<file path="src/rtl/hz_scan_pkg.sv">
// Shared types and geometry for the scanned 16x16 glyph display.
// Build option: define HZ_SCROLL_EN to compile in pixel scrolling.
package hz_scan_pkg;

    typedef enum logic [1:0] {
        ST_IDLE  = 2'd0,
        ST_FETCH = 2'd1,
        ST_HOLD  = 2'd2
    } state_t;

    localparam int ROWS       = 16;
    localparam int CHAR_BYTES = 32;
    localparam int ROW_BYTES  = 2;

`ifdef HZ_SCROLL_EN
    // current glyph row then next glyph row
    localparam int FETCH_BYTES = 4;
`else
    localparam int FETCH_BYTES = 2;
`endif

    // Byte address of one half of one glyph row in the font ROM
    function automatic logic [6:0] glyph_addr(input logic [1:0] ch,
                                              input logic [3:0] row,
                                              input logic       b);
        return 7'(int'(ch) * CHAR_BYTES + int'(row) * ROW_BYTES + int'(b));
    endfunction

endpackage

</file>
<file path="src/rtl/hz_row_assembler.sv">
// Collects the font bytes of one row and forms the 16-bit column word.
// Build option: HZ_SCROLL_EN selects a 32-bit window shifted by offset.
module hz_row_assembler
    import hz_scan_pkg::*;
(
    input  logic        clk,
    input  logic        rst_n,
    input  logic        cap,
    input  logic        load,
`ifdef HZ_SCROLL_EN
    input  logic [3:0]  offset,
`endif
    input  logic [7:0]  rom_dout,
    output logic [15:0] col_data
);

    logic [15:0] col_next;

`ifdef HZ_SCROLL_EN
    logic [23:0] bytes_q;
    logic [31:0] word;
    logic [31:0] shifted;

    // last byte is taken straight off the ROM bus on the load cycle
    assign word     = {bytes_q, rom_dout};
    assign shifted  = word << offset;
    assign col_next = shifted[31:16];

    // shift in each fetched byte, oldest ends up most significant
    always_ff @(posedge clk or negedge rst_n) begin
        if (!rst_n)   bytes_q <= '0;
        else if (cap) bytes_q <= {bytes_q[15:0], rom_dout};
    end
`else
    logic [7:0] bytes_q;

    assign col_next = {bytes_q, rom_dout};

    // hold the left-half byte until the right half arrives
    always_ff @(posedge clk or negedge rst_n) begin
        if (!rst_n)   bytes_q <= '0;
        else if (cap) bytes_q <= rom_dout;
    end
`endif

    // column register changes only when a new row is lit
    always_ff @(posedge clk or negedge rst_n) begin
        if (!rst_n)    col_data <= '0;
        else if (load) col_data <= col_next;
    end

endmodule

</file>
<file path="src/rtl/hz_scan_ctrl.sv">
// Row-scan controller for a 16x16 LED glyph display fed by a font ROM.
// Build option: HZ_SCROLL_EN adds pixel scrolling between glyphs.
module hz_scan_ctrl
    import hz_scan_pkg::*;
#(
    parameter int ROW_DWELL       = 5000,
    parameter int FRAMES_PER_STEP = 50,
    parameter int NUM_CHARS       = 3
) (
    input  logic        clk,
    input  logic        rst_n,
    input  logic        en,
    output logic [6:0]  rom_addr,
    input  logic [7:0]  rom_dout,
    output logic [15:0] row_sel,
    output logic [15:0] col_data,
    output logic [1:0]  char_idx,
    output logic        frame_done
);

    localparam int DW_W = $clog2(ROW_DWELL);
    localparam int FC_W = $clog2(FRAMES_PER_STEP + 1);
    localparam logic [DW_W-1:0] DW_LAST = DW_W'(ROW_DWELL - 1);
    localparam logic [DW_W-1:0] DW_PRE  = DW_W'(ROW_DWELL - 2);
    localparam logic [FC_W-1:0] FC_LAST = FC_W'(FRAMES_PER_STEP - 1);
    localparam logic [2:0]      F_LAST  = 3'(FETCH_BYTES);
    localparam logic [1:0]      CH_LAST = 2'(NUM_CHARS - 1);
    localparam logic [3:0]      ROW_LAST = 4'(ROWS - 1);

    state_t            state, state_d;
    logic [2:0]        fcnt;
    logic [DW_W-1:0]   dwell;
    logic [3:0]        row;
    logic [FC_W-1:0]   frame_cnt;
    logic              cap, load, hold_end, frame_end;
    logic [1:0]        next_char, fetch_char;

    assign next_char = (char_idx == CH_LAST) ? 2'd0 : char_idx + 2'd1;
    assign frame_end = hold_end && (row == ROW_LAST);

`ifdef HZ_SCROLL_EN
    logic [3:0] offset;
    // bytes 2 and 3 of a fetch come from the following glyph
    assign fetch_char = fcnt[1] ? next_char : char_idx;
`else
    assign fetch_char = char_idx;
`endif

    // state register
    always_ff @(posedge clk or negedge rst_n) begin
        if (!rst_n) state <= ST_IDLE;
        else        state <= state_d;
    end

    // next state, ROM address and datapath strobes; en low overrides all
    always_comb begin
        state_d  = state;
        rom_addr = '0;
        cap      = 1'b0;
        load     = 1'b0;
        hold_end = 1'b0;
        case (state)
            ST_IDLE: state_d = ST_FETCH;
            ST_FETCH: begin
                if (fcnt != F_LAST) rom_addr = glyph_addr(fetch_char, row, fcnt[0]);
                // byte fcnt-1 is on the bus; the final one goes straight to load
                if (fcnt != 3'd0 && fcnt != F_LAST) cap = 1'b1;
                if (fcnt == F_LAST) begin
                    load    = 1'b1;
                    state_d = ST_HOLD;
                end
            end
            ST_HOLD: begin
                if (dwell == DW_LAST) begin
                    hold_end = 1'b1;
                    state_d  = ST_FETCH;
                end
            end
            default: state_d = ST_IDLE;
        endcase
        if (!en) begin
            state_d  = ST_IDLE;
            cap      = 1'b0;
            load     = 1'b0;
            hold_end = 1'b0;
        end
    end

    // fetch/dwell sequencing and row counter; idle restarts at row 0
    always_ff @(posedge clk or negedge rst_n) begin
        if (!rst_n) begin
            fcnt  <= '0;
            dwell <= '0;
            row   <= '0;
        end else begin
            fcnt  <= (state == ST_FETCH && state_d == ST_FETCH) ? fcnt + 3'd1 : 3'd0;
            dwell <= (state == ST_HOLD && state_d == ST_HOLD) ? dwell + DW_W'(1) : '0;
            if (state_d == ST_IDLE) row <= '0;
            else if (hold_end)      row <= row + 4'd1;
        end
    end

    // row drive lights with the new columns and blanks outside HOLD
    always_ff @(posedge clk or negedge rst_n) begin
        if (!rst_n) begin
            row_sel    <= '0;
            frame_done <= 1'b0;
        end else begin
            if (load)                    row_sel <= 16'd1 << row;
            else if (state_d != ST_HOLD) row_sel <= '0;
            // registered one cycle early so it lines up with the last HOLD cycle
            frame_done <= (state == ST_HOLD) && en && (row == ROW_LAST) && (dwell == DW_PRE);
        end
    end

`ifdef HZ_SCROLL_EN
    // frame counting; each step slides one pixel, a full glyph moves char_idx
    always_ff @(posedge clk or negedge rst_n) begin
        if (!rst_n) begin
            frame_cnt <= '0;
            offset    <= '0;
            char_idx  <= '0;
        end else if (frame_end) begin
            if (frame_cnt == FC_LAST) begin
                frame_cnt <= '0;
                if (offset == 4'd15) begin
                    offset   <= '0;
                    char_idx <= next_char;
                end else begin
                    offset <= offset + 4'd1;
                end
            end else begin
                frame_cnt <= frame_cnt + FC_W'(1);
            end
        end
    end
`else
    // frame counting; each step shows the next glyph
    always_ff @(posedge clk or negedge rst_n) begin
        if (!rst_n) begin
            frame_cnt <= '0;
            char_idx  <= '0;
        end else if (frame_end) begin
            if (frame_cnt == FC_LAST) begin
                frame_cnt <= '0;
                char_idx  <= next_char;
            end else begin
                frame_cnt <= frame_cnt + FC_W'(1);
            end
        end
    end
`endif

    hz_row_assembler u_asm (
        .clk      (clk),
        .rst_n    (rst_n),
        .cap      (cap),
        .load     (load),
`ifdef HZ_SCROLL_EN
        .offset   (offset),
`endif
        .rom_dout (rom_dout),
        .col_data (col_data)
    );

endmodule

</file>
<file path="config.mk">
export PLATFORM = sky130hd
export DESIGN_NAME = hz_scan_ctrl
export DESIGN_NICKNAME = d
export VERILOG_FILES = /design/src/rtl/hz_scan_pkg.sv /design/src/rtl/hz_row_assembler.sv /design/src/rtl/hz_scan_ctrl.sv
export SDC_FILE = /design/constraint.sdc
export NUM_CORES = 1
export LEC_CHECK = 0
export CORE_UTILIZATION = 40
export CTS_CLUSTER_DIAMETER = 60
export CTS_CLUSTER_SIZE = 10
export DETAILED_ROUTE_END_ITERATION = 8
export PLACE_DENSITY_LB_ADDON = 0.05
export SYNTH_ARGS = -nofsm -noshare
export SYNTH_HDL_FRONTEND = slang
export SYNTH_SLANG_ARGS = --single-unit
</file>
<file path="constraint.sdc">
create_clock -name clk -period 2 [get_ports clk]
set_clock_uncertainty 0.05 [all_clocks]
set_input_delay 0.3 -clock clk [delete_from_list [all_inputs] [get_ports clk]]
set_output_delay 0.3 -clock clk [all_outputs]
set_load 0.005 [all_outputs]
</file>
==> results of run 1 <==
-- where the power goes --
group / switching, uW / internal, uW
clock network: 590 / 462
registers: 60.9 / 1560
logic: 125 / 251
total: 776 / 2270
-- worst paths after layout --
check,slack [ps],to,cells past startpoint,start
worst max-delay path,-10,rom_addr[3],7,fcnt[0]
worst min-delay path,440,row_sel[3],1,row_sel[3]
worst max register to register,20,frame_cnt[0],4,dwell[10]
worst min register to register,440,row_sel[3],1,row_sel[3]
max in group asynchronous,1140,char_idx[1],3,rst_n
min in group asynchronous,450,row_sel[10],3,rst_n
-- what timing repair did --
| item | 4_1_cts | 5_1_grt |
|---|---|---|
| hold endpoints to repair | 71 | 0 |
| endpoints found under the setup margin | 27 | 13 |
| gates resized for setup | 42 | 14 |
| hold buffers | 1 | 0 |
| pin swaps | 6 | 4 |
| setup buffers | 2 | 2 |
-- worst max-delay path, stage by stage (launching register included) --
cell and delay (ps):
sky130_fd_sc_hd__dfrtp_1 370, sky130_fd_sc_hd__inv_1 60, sky130_fd_sc_hd__ha_2 170, sky130_fd_sc_hd__nor2b_4 130, sky130_fd_sc_hd__nor3b_4 230, sky130_fd_sc_hd__buf_6 150, sky130_fd_sc_hd__and2_4 130, sky130_fd_sc_hd__buf_6 80
-- Yosys cell counts, types with 5 or more instances --
master and n:
sky130_fd_sc_hd__nor2b_1 6, sky130_fd_sc_hd__clkbuf_1 10, sky130_fd_sc_hd__nor2_1 30, sky130_fd_sc_hd__nor4_1 5, sky130_fd_sc_hd__nand2_1 19, sky130_fd_sc_hd__ha_1 12, sky130_fd_sc_hd__mux2_2 27, sky130_fd_sc_hd__nand3_1 9
sky130_fd_sc_hd__dfrtp_1 71, sky130_fd_sc_hd__a32o_1 11, sky130_fd_sc_hd__inv_1 11, sky130_fd_sc_hd__xnor2_1 9, sky130_fd_sc_hd__o2bb2ai_1 5, sky130_fd_sc_hd__nand4_1 5, sky130_fd_sc_hd__and2_1 7
-- layout make-up --
type	count	area, sq um	share of cell area [%]
clock buffer	9	124	2.76
clock inverter	7	56.3	1.25
inverter	11	41.3	0.918
multi-input combinational	193	1510	33.7
sequential	71	1780	39.5
tap	102	128	2.84
timing repair buffer	91	856	19.0
-- per-stage QoR --
step | setup WS (ps) | cell area (sq um) | instances | hold WS [ps]
floorplan | -109 | 3310 | 288 | -45.6
global placement | -375 | 4200 | 464 | 309
detailed placement | -406 | 4200 | 464 | 313
CTS | -44.8 | 4430 | 483 | 449
global route | -124 | 4500 | 484 | 462
finish | -10.1 | 4500 | 484 | 443
-- layer usage --
metal  track usage [%]  up-vias  wire (um)
met5                 0        -          0
met4              8.08        0        126
met3              3.01       12        255
met2              28.6       60       3290
met1              23.2     1184       3300
li1                  -     1195          -
-- state kept, by name, summed over array words and instances (netlist names) --
name,flops
row_sel,16
u_asm.col_data,16
dwell,13
u_asm.bytes_q,8
frame_cnt,6
row,4
fcnt,3
char_idx,2
state,2
frame_done,1
-- kinds of logic (layout without fill, tap and decap cells) --
logic type                 count (synthesis)  count (layout)  synth area share [%]
buffers and inverters                     24             118                  2.91
and+or+nand+nor                          110             110                  17.9
DFF                                       71              71                  53.6
AOI/OAI and AO/OA                         29              29                  7.40
xor gates and xnor gates                  12              12                  3.17
muxes                                     30              30                  10.4
adders and majority gates                 12              12                  4.53
==> metrics.md, run 1 <==
| Metric | Value |
|---|---|
| Critical path class | flip-flop to output pin |
| Number of enable-type register cells in the synthesized netlist | 0 |
| DRT antenna net count | 0 |
| Power density cells | 678 nW/um^2 |
| Tightest Hold Check Type | flip-flop to flip-flop |
| Setup repair after global routing missed its margin | true |
| Most instantiated flip-flop cell in the synthesis netlist | sky130_fd_sc_hd__dfrtp_1 |
| Post-synth ARST share | 100% |
| Leading cell types in the layout, fill and taps excluded | 71 x sky130_fd_sc_hd__dfrtp_1, 44 x sky130_fd_sc_hd__clkdlybuf4s50_1, 32 x sky130_fd_sc_hd__buf_4 |
| Clock Path Buffers | 2 |
| Row count | 32 |
| GR Util All Layers | 17.7% |
| Post-synth design cell area | 3310 sq um |
| Largest net degree at the start of global routing | 72 |
| Number of global-route vias before repair | 2541 |
| Inserted Diodes | 0 |
| Most common cell after layout, fill and taps aside | sky130_fd_sc_hd__dfrtp_1 |
| Sequential share of the synthesized area | 53.6% |
| Via/cell ratio | 5.06 |
| Global-route wire length before repair | 12000 um |
| Post-DP HPWL | 4690 um |
| Routability-driven placement congestion ratio | 0.810 |
| Number of hold violations in the final report | 0 |
| Total Nets Final | 400 |
| Number of detailed-route iterations in the first pass | 4 |
| Mean post-synth cell area | 11.5 sq um |
| Final WS setup | -10.1 ps |
| Yosys reg bits | 71 |
| Clock-pin transition on the worst setup and hold timing paths | 80 ps |
| Level count of the clock H-tree | 3 |
| DIE AREA | 8650 sq um |
| Required time at the worst-slack endpoint | 1650 ps |
| Clock sink count | 71 |
| FMAX | 0.497 GHz |
| Initial core utilization | 42.2% |
| IO Port Bufs | 52 |
| Worst slew pin tran | 676 ps |
| Clock period minus worst slack | 2010 ps |
| Violated checks | negative setup slack |
| Nature of the critical path endpoint | output pin |
| Count of final setup violators | 6 |
| Share of final-layout standard cells stronger than drive strength 1 | 29.1% |
| Core utilization of the finished layout | 57.3% |
| 1st-iter DRT viols | 74 |
| Worst skew pair latency | 350 ps |
| Number of design rule violations left after detail routing | 0 |
| Post-synthesis cell count | 288 |
| Vias post-DR | 2451 |
| Root buffer cell | sky130_fd_sc_hd__clkbuf_8 |
| Die extent in y | 93.0 um |
| Final count of pins violating max slew | 0 |
| Largest voltage drop on the vdd net | 0.000529 V |
| Yosys top cell area share | 53.6% |
| Biggest area consumer among synthesized cells | sky130_fd_sc_hd__dfrtp_1 |
| Net count after synthesis | 311 |
| IO Pins | 53 |
| Reported leakage power | 0.00192 uW |
| Startpoint types | flip-flop |
| Width of the die | 93.0 um |
| Routed wire length | 6970 um |
| Maximum fanout along the worst path | 6 |
| CTS tree | yes |
| Core box area | 7850 sq um |
| Synth area leaders | sky130_fd_sc_hd__dfrtp_1 54%, sky130_fd_sc_hd__mux2_2 9.2%, sky130_fd_sc_hd__ha_1 4.5% |
| Area added between synthesis and finish | 35.7% |
| Final-layout fill cell count | 717 |
| Outcome | complete, but fails checks |
| Number of buffers inserted during clock tree synthesis | 9 |
| Post-layout total power | 3050 uW |
| DR WL/cell | 14.4 um |
| # Max-Cap Violations | 0 |
| Distinct cell type count of the synthesized netlist | 40 |
| Period utilisation layout | 101% |
| GRT Residual Overflow | 0 |
| Count of synthesis-stage warnings from yosys | 0 |
| Relative slew margins | 54.9% |
| Arrival time of the worst setup path | 1660 ps |
| Final sum of negative setup slack | -44.4 ps |
| Initial antenna violation count | 0 |
Note: power is estimated with default switching activity, not from simulation.
==> run 2: changes to the inputs <==
- CORE_UTILIZATION: 40 -> 45
==> run 2 against run 1 <==
Die area fell by 11%. Sequential share of layout area fell by 0.37 points. Combinational power rose by 2%. Critical path type unchanged. Wire length fell by 0.23%. First-iteration DRC count rose by 55%. Clock power rose by 25%. Core utilization rose by 8.1 points. Worst hold slack got worse by 2.9 ps. Critical path depth rose by 1. Final cell count fell by 0.83%. Count of clock-buffer cells in the layout rose by 3. The flow still finishes with violations (negative setup slack).
==> metrics.md, run 2 (synthesis results as in run 1) <==
| Metric | Value |
|---|---|
| Final-layout fill cell count | 567 (was 717) |
| Maximum fanout along the worst path | 5 (was 6) |
| Power spent charging and discharging nets | 697 uW (was 776 uW) |
| Startpoint types | flip-flop (unchanged) |
| Cell type with the highest occurrence count on the critical path | sky130_fd_sc_hd__buf_6 (unchanged) |
| Clock period minus worst slack | 2030 ps (was 2010 ps) |
| Violated checks | negative setup slack (unchanged) |
| Final sum of negative setup slack | -117 ps (was -44.4 ps) |
| # Max-Cap Violations | 0 (unchanged) |
| Footprint of the flip-flops and latches | 1780 sq um (unchanged) |
| Placed instance count | 459 (was 464) |
| CTS tree | yes (unchanged) |
| Initial core utilization | 47.7% (was 42.2%) |
| Required time at the worst-slack endpoint | 1650 ps (about the same) |
| Global-route wire length before repair | 11600 um (was 12000 um) |
| Worst skew pair latency | 350 ps (about the same) |
| Delay contributed by the slowest stage of the critical path | 350 ps (was 370 ps) |
| Relative slew margins | 73.4% (was 54.9%) |
| Clock Path Buffers | 2 (unchanged) |
| Internal power | 2610 uW (was 2270 uW) |
| FMAX | 0.494 GHz (was 0.497 GHz) |
| Area of the multi-input gates | 1500 sq um (was 1510 sq um) |
| Die extent in y | 87.8 um (was 93.0 um) |
| Total Nets Final | 403 (was 400) |
| IO Port Bufs | 52 (unchanged) |
| Post-DP HPWL | 4640 um (was 4690 um) |
| Inserted Diodes | 0 (unchanged) |
| IO Pins | 53 (unchanged) |
| Fraction of power spent switching nets | 21.1% (was 25.5%) |
| Area added between synthesis and finish | 37.0% (was 35.7%) |
| Setup slack at placement | -417 ps (was -406 ps) |
| Root buffer cell | sky130_fd_sc_hd__clkbuf_8 (unchanged) |
| Level count of the clock H-tree | 3 (unchanged) |
| Largest voltage drop on the vdd net | 0.000507 V (was 0.000529 V) |
| Period utilisation layout | 101% (about the same) |
| DR WL/cell | 14.5 um (was 14.4 um) |
| Seq pwr share | 49.0% (was 53.1%) |
| Clock sink count | 71 (unchanged) |
| DRT antenna net count | 0 (unchanged) |
| Width of the die | 87.8 um (was 93.0 um) |
| Core box area | 6940 sq um (was 7850 sq um) |
| Clock-pin transition on the worst setup and hold timing paths | 70 ps (was 80 ps) |
| Number of hold violations in the final report | 0 (unchanged) |
| Portion of total power attributed to combinational logic | 11.6% (was 12.3%) |
| Row count | 30 (was 32) |
| Tightest Hold Check Type | flip-flop to flip-flop (unchanged) |
| Reported leakage power | 0.00196 uW (was 0.00192 uW) |
| Critical path class | flip-flop to output pin (unchanged) |
| Final cell count without fillers | 480 (was 484) |
| 1st-iter DRT viols | 115 (was 74) |
| GR Util All Layers | 19.9% (was 17.7%) |
| Count of final setup violators | 6 (unchanged) |
| Vias post-DR | 2499 (was 2451) |
| Worst slew pin tran | 396 ps (was 676 ps) |
| Largest regs | row_sel (16), u_asm.col_data (16), dwell (13) (unchanged) |
| Cells along the critical path | inv_1 -> ha_2 -> nor2b_4 -> nor3b_2 -> buf_4 -> buf_6 -> and2_4 -> buf_6 (was inv_1 -> ha_2 -> nor2b_4 -> nor3b_4 -> buf_6 -> and2_4 -> buf_6) |
| Crit-path slowest cell | sky130_fd_sc_hd__dfrtp_1 (unchanged) |
| Initial antenna violation count | 0 (unchanged) |
| Setup repair after global routing missed its margin | true (unchanged) |
| Number of design rule violations left after detail routing | 0 (unchanged) |
| Via/cell ratio | 5.21 (was 5.06) |
| Most common cell after layout, fill and taps aside | sky130_fd_sc_hd__dfrtp_1 (unchanged) |
| Routed wire length | 6950 um (was 6970 um) |
| Clock network fraction of design power | 39.5% (was 34.6%) |
| Number of detailed-route iterations in the first pass | 4 (unchanged) |
| Final count of pins violating max slew | 0 (unchanged) |
| Power density cells | 729 nW/um^2 (was 678 nW/um^2) |
| Number of buffers inserted during clock tree synthesis | 9 (unchanged) |
| DIE AREA | 7710 sq um (was 8650 sq um) |
| Routability-driven placement congestion ratio | 0.742 (was 0.810) |
| Share of final-layout standard cells stronger than drive strength 1 | 28.9% (was 29.1%) |
| Final WS setup | -25.3 ps (was -10.1 ps) |
| Number of global-route vias before repair | 2435 (was 2541) |
| GRT Residual Overflow | 0 (unchanged) |
| Nature of the critical path endpoint | output pin (unchanged) |
| Largest net degree at the start of global routing | 72 (unchanged) |
| Leading cell types in the layout, fill and taps excluded | 71 x sky130_fd_sc_hd__dfrtp_1, 44 x sky130_fd_sc_hd__clkdlybuf4s50_1, 36 x sky130_fd_sc_hd__buf_4 (was 71 x sky130_fd_sc_hd__dfrtp_1, 44 x sky130_fd_sc_hd__clkdlybuf4s50_1, 32 x sky130_fd_sc_hd__buf_4) |
| Outcome | complete, but fails checks (unchanged) |
| Arrival time of the worst setup path | 1680 ps (was 1660 ps) |
-- run 2: cell types whose count changed in the layout (fill, tap and decap cells not counted), moves of 2 or more --
| cell | previous run | this run |
|---|---|---|
| sky130_fd_sc_hd__buf_4 | 32 | 36 |
| sky130_fd_sc_hd__bufinv_16 | 0 | 2 |
| sky130_fd_sc_hd__clkbuf_8 | 9 | 12 |
| sky130_fd_sc_hd__buf_6 | 8 | 6 |
| sky130_fd_sc_hd__inv_6 | 2 | 0 |
| sky130_fd_sc_hd__clkinv_4 | 3 | 0 |
-- run 2: cell type report --
class / count / share of cell area [%]
clock buffer: 12 / 3.64
clock inverter: 3 / 1.43
inverter: 11 / 0.910
multi-input combinational: 193 / 33.1
sequential: 71 / 39.2
tap: 96 / 2.65
timing repair buffer: 94 / 19.1
-- run 2: through the flow --
| stage | total power [uW] | utilization (%) | hold WS (ps) | area [sq um] |
|---|---|---|---|---|
| detailed placement | 2020 | 60.5 | 306 | 4200 |
| finish | 3310 | 65.4 | 440 | 4540 |
| global route | 3460 | 65.4 | 456 | 4540 |
| global placement | 2010 | 60.5 | 303 | 4200 |
| floorplan | 1780 | - | -45.6 | 3310 |
| CTS | 3350 | 64.5 | 448 | 4480 |
-- run 2: worst paths after layout --
check	start	to	cells past startpoint	slack [ps]
setup reg to reg	dwell[10]	frame_cnt[1]	4	10
min in group asynchronous	rst_n	row_sel[13]	3	450
setup / recovery	fcnt[0]	rom_addr[3]	8	-30
hold reg to reg	row_sel[13]	row_sel[13]	1	440
hold / removal	row_sel[13]	row_sel[13]	1	440
max in group asynchronous	rst_n	row[3]	3	1120
-- run 2: per-layer routing --
metal / routed length (um) / GRT usage [%] / up-vias
met1: 3310 / 27.5 / 1232
li1: - / - / 1199
met5: 0 / 0 / -
met4: 139 / 8.05 / 0
met3: 255 / 5.18 / 13
met2: 3250 / 29.7 / 55
-- run 2: critical path: cells and delay by family, from the launching register on --
kind / cells / cell delay [ps]
adders and majority gates: 1 / 180
buffers and inverters: 4 / 390
DFF: 1 / 350
and+or+nand+nor: 3 / 410
-- run 2: repair_timing --
action / in CTS / in global routing
endpoints found under the hold margin: 71 / 0
resized for setup: 40 / 9
pin swaps: 4 / 3
buffers inserted: 3 / 2
hold buffers: 1 / 0
setup endpoints to repair: 13 / 13
-- run 2: power by group through the flow --
stage	registers [uW]	logic (uW)	clock network, uW
after CTS	1620	387	1340
final	1620	382	1310
after global placement	1640	366	0
after global routing	1640	416	1410
after detailed placement	1650	371	0
after floorplan	1650	130	0
==> run 3: changes to the inputs <==
- clock period: 2 -> 2.3 ns (I/O delays scaled with it)
==> run 3 against run 2 <==
The flow now finishes without violations. Design area decreased by 3.7%. Combinational power is 15% lower. Die area unchanged. Highest routed layer unchanged.
==> metrics.md, run 3 (synthesis results as in run 1) <==
| Metric | Value |
|---|---|
| CTS tree | yes (unchanged) |
| Number of hold violations in the final report | 0 (unchanged) |
| GR Util All Layers | 18.6% (was 19.9%) |
| Seq pwr share | 44.5% (was 49.0%) |
| Share of final-layout standard cells stronger than drive strength 1 | 20.9% (was 28.9%) |
| Final cell count without fillers | 460 (was 480) |
| Nature of the critical path endpoint | flip-flop (was output pin) |
| Setup repair after global routing missed its margin | false (was true) |
| Number of detailed-route iterations in the first pass | 4 (unchanged) |
| 1st-iter DRT viols | 75 (was 115) |
| Largest regs | row_sel (16), u_asm.col_data (16), dwell (13) (unchanged) |
| Fraction of power spent switching nets | 19.7% (was 21.1%) |
| Post-DP HPWL | 4420 um (was 4640 um) |
| Reg-to-Reg End | frame_cnt[1] (unchanged) |
| Width of the die | 87.8 um (unchanged) |
| Period utilisation layout | 93.6% |
| R2R depth | 4 (unchanged) |
| Number of buffers inserted during clock tree synthesis | 9 (unchanged) |
| # Max-Cap Violations | 0 (unchanged) |
| Via/cell ratio | 5.13 (was 5.21) |
| Timing startpoint of the critical path | dwell[5] (was fcnt[0]) |
| Row count | 30 (unchanged) |
| Portion of total power attributed to combinational logic | 10.3% (was 11.6%) |
| IO Port Bufs | 52 (unchanged) |
| Tightest hold margin | 436 ps (was 440 ps) |
| Final count of pins violating max slew | 0 (unchanged) |
| Terminating pin of the worst hold path | row_sel[7] (was row_sel[13]) |
| Outcome | finished, final reports clean (was complete, but fails checks) |
| Internal power | 2540 uW (was 2610 uW) |
| Count of final setup violators | 0 (was 6) |
| Clock Path Buffers | 2 (unchanged) |
| Startpoint types | flip-flop (unchanged) |
| Core utilization of the finished layout | 62.9% (was 65.4%) |
| Root buffer cell | sky130_fd_sc_hd__clkbuf_8 (unchanged) |
| DR WL/cell | 14.2 um (was 14.5 um) |
| Initial antenna violation count | 0 (unchanged) |
| Required time at the worst-slack endpoint | 2480 ps (was 1650 ps) |
| Setup slack on the worst flop-to-flop path | 150 ps (was 10 ps) |
| Tightest Hold Check Type | flip-flop to flip-flop (unchanged) |
| Arrival time of the worst setup path | 2330 ps (was 1680 ps) |
| Initial core utilization | 47.7% (unchanged) |
| FMAX | 0.465 GHz |
| Leading cell types in the layout, fill and taps excluded | 71 x sky130_fd_sc_hd__dfrtp_1, 44 x sky130_fd_sc_hd__clkdlybuf4s50_1, 29 x sky130_fd_sc_hd__nor2_1 (was 71 x sky130_fd_sc_hd__dfrtp_1, 44 x sky130_fd_sc_hd__clkdlybuf4s50_1, 36 x sky130_fd_sc_hd__buf_4) |
| Routability-driven placement congestion ratio | 0.811 (was 0.742) |
| Die extent in y | 87.8 um (unchanged) |
| Core box area | 6940 sq um (unchanged) |
| Routed wire length | 6520 um (was 6950 um) |
| Largest net degree at the start of global routing | 72 (unchanged) |
| Worst skew pair latency | 340 ps (was 350 ps) |
| GRT Residual Overflow | 0 (unchanged) |
| Maximum fanout along the worst path | 7 (was 5) |
| Power density cells | 725 nW/um^2 (was 729 nW/um^2) |
| Reported leakage power | 0.00187 uW (was 0.00196 uW) |
| Clock sink count | 71 (unchanged) |
| Power spent charging and discharging nets | 623 uW (was 697 uW) |
| IO Pins | 53 (unchanged) |
| Clock-pin transition on the worst setup and hold timing paths | 80 ps (was 70 ps) |
| Clock period minus worst slack | 2150 ps |
| Area added between synthesis and finish | 31.9% (was 37.0%) |
| Final WS setup | 148 ps (was -25.3 ps) |
| DIE AREA | 7710 sq um (unchanged) |
| Relative slew margins | 29.2% (was 73.4%) |
| Clock network fraction of design power | 45.2% (was 39.5%) |
| Inserted Diodes | 0 (unchanged) |
| Worst hold start | row_sel[7] (was row_sel[13]) |
| Most common cell after layout, fill and taps aside | sky130_fd_sc_hd__dfrtp_1 (unchanged) |
| Critical path class | flip-flop to flip-flop (was flip-flop to output pin) |
| Vias post-DR | 2359 (was 2499) |
| Global-route wire length before repair | 10900 um (was 11600 um) |
| DRT antenna net count | 0 (unchanged) |
| Level count of the clock H-tree | 3 (unchanged) |
| Number of global-route vias before repair | 2273 (was 2435) |
| Worst slew pin tran | 1060 ps (was 396 ps) |
| Startpoint of the lowest-slack register-to-register path | dwell[5] (was dwell[10]) |
| Total Nets Final | 382 (was 403) |
| Setup slack at placement | -108 ps (was -417 ps) |
| Number of cells on the worst hold path | 1 (unchanged) |
| Number of design rule violations left after detail routing | 0 (unchanged) |
| Largest voltage drop on the vdd net | 0.000425 V (was 0.000507 V) |
| Placed instance count | 439 (was 459) |
-- run 3: layer usage --
layer | track usage [%] | share of wire (%) | vias up
li1 | - | - | 1156
met1 | 25.0 | 50 | 1154
met2 | 28.4 | 45 | 40
met3 | 4.81 | 3.9 | 9
met4 | 8.49 | 1.5 | 0
met5 | 0 | 0 | -
-- run 3: layout make-up --
cell class / instances / area (sq um)
multi-input combinational: 193 / 1460
tap: 96 / 120
sequential: 71 / 1780
inverter: 11 / 41.3
timing repair buffer: 73 / 681
clock inverter: 6 / 155
fill: 584 / 2580
clock buffer: 10 / 138
-- run 3: metrics by stage --
step | instance area [sq um] | power (uW) | TNS (ps)
final | 4370 | 3170 | 0
after floorplan | 3310 | 1540 | 0
after detailed placement | 4040 | 1760 | -285
after CTS | 4370 | 3200 | 0
after global routing | 4370 | 3290 | 0
after global placement | 4040 | 1750 | -231
-- run 3: worst max-delay path: stages (launching register included) --
cell and delay, ps:
sky130_fd_sc_hd__dfrtp_1 430, sky130_fd_sc_hd__or3_4 420, sky130_fd_sc_hd__or2_1 320, sky130_fd_sc_hd__or3_1 490, sky130_fd_sc_hd__mux2_4 330
-- run 3: power groups by stage --
stage               Sequential [uW]  Clock [uW]  Combinational (uW)
finish                         1410        1430                 326
global route                   1420        1510                 357
CTS                            1410        1460                 330
detailed placement             1430           0                 322
global placement               1430           0                 317
floorplan                      1430           0                 113
-- run 3: repair_timing --
item	CTS	global route
endpoints found under the setup margin	7	6
hold buffers	1	0
hold endpoints to repair	71	0
buffers inserted	2	2
pin swaps	2	1
resized for setup	16	3
-- run 3: worst max path at each step --
stage	end	slack [ps]	cells past startpoint
final	frame_cnt[1]	150	4
after global placement	frame_cnt[0]	-100	5
after floorplan	row_sel[11]	140	7
after global routing	rom_addr[4]	40	7
after CTS	rom_addr[2]	10	8
after detailed placement	frame_cnt[1]	-110	5
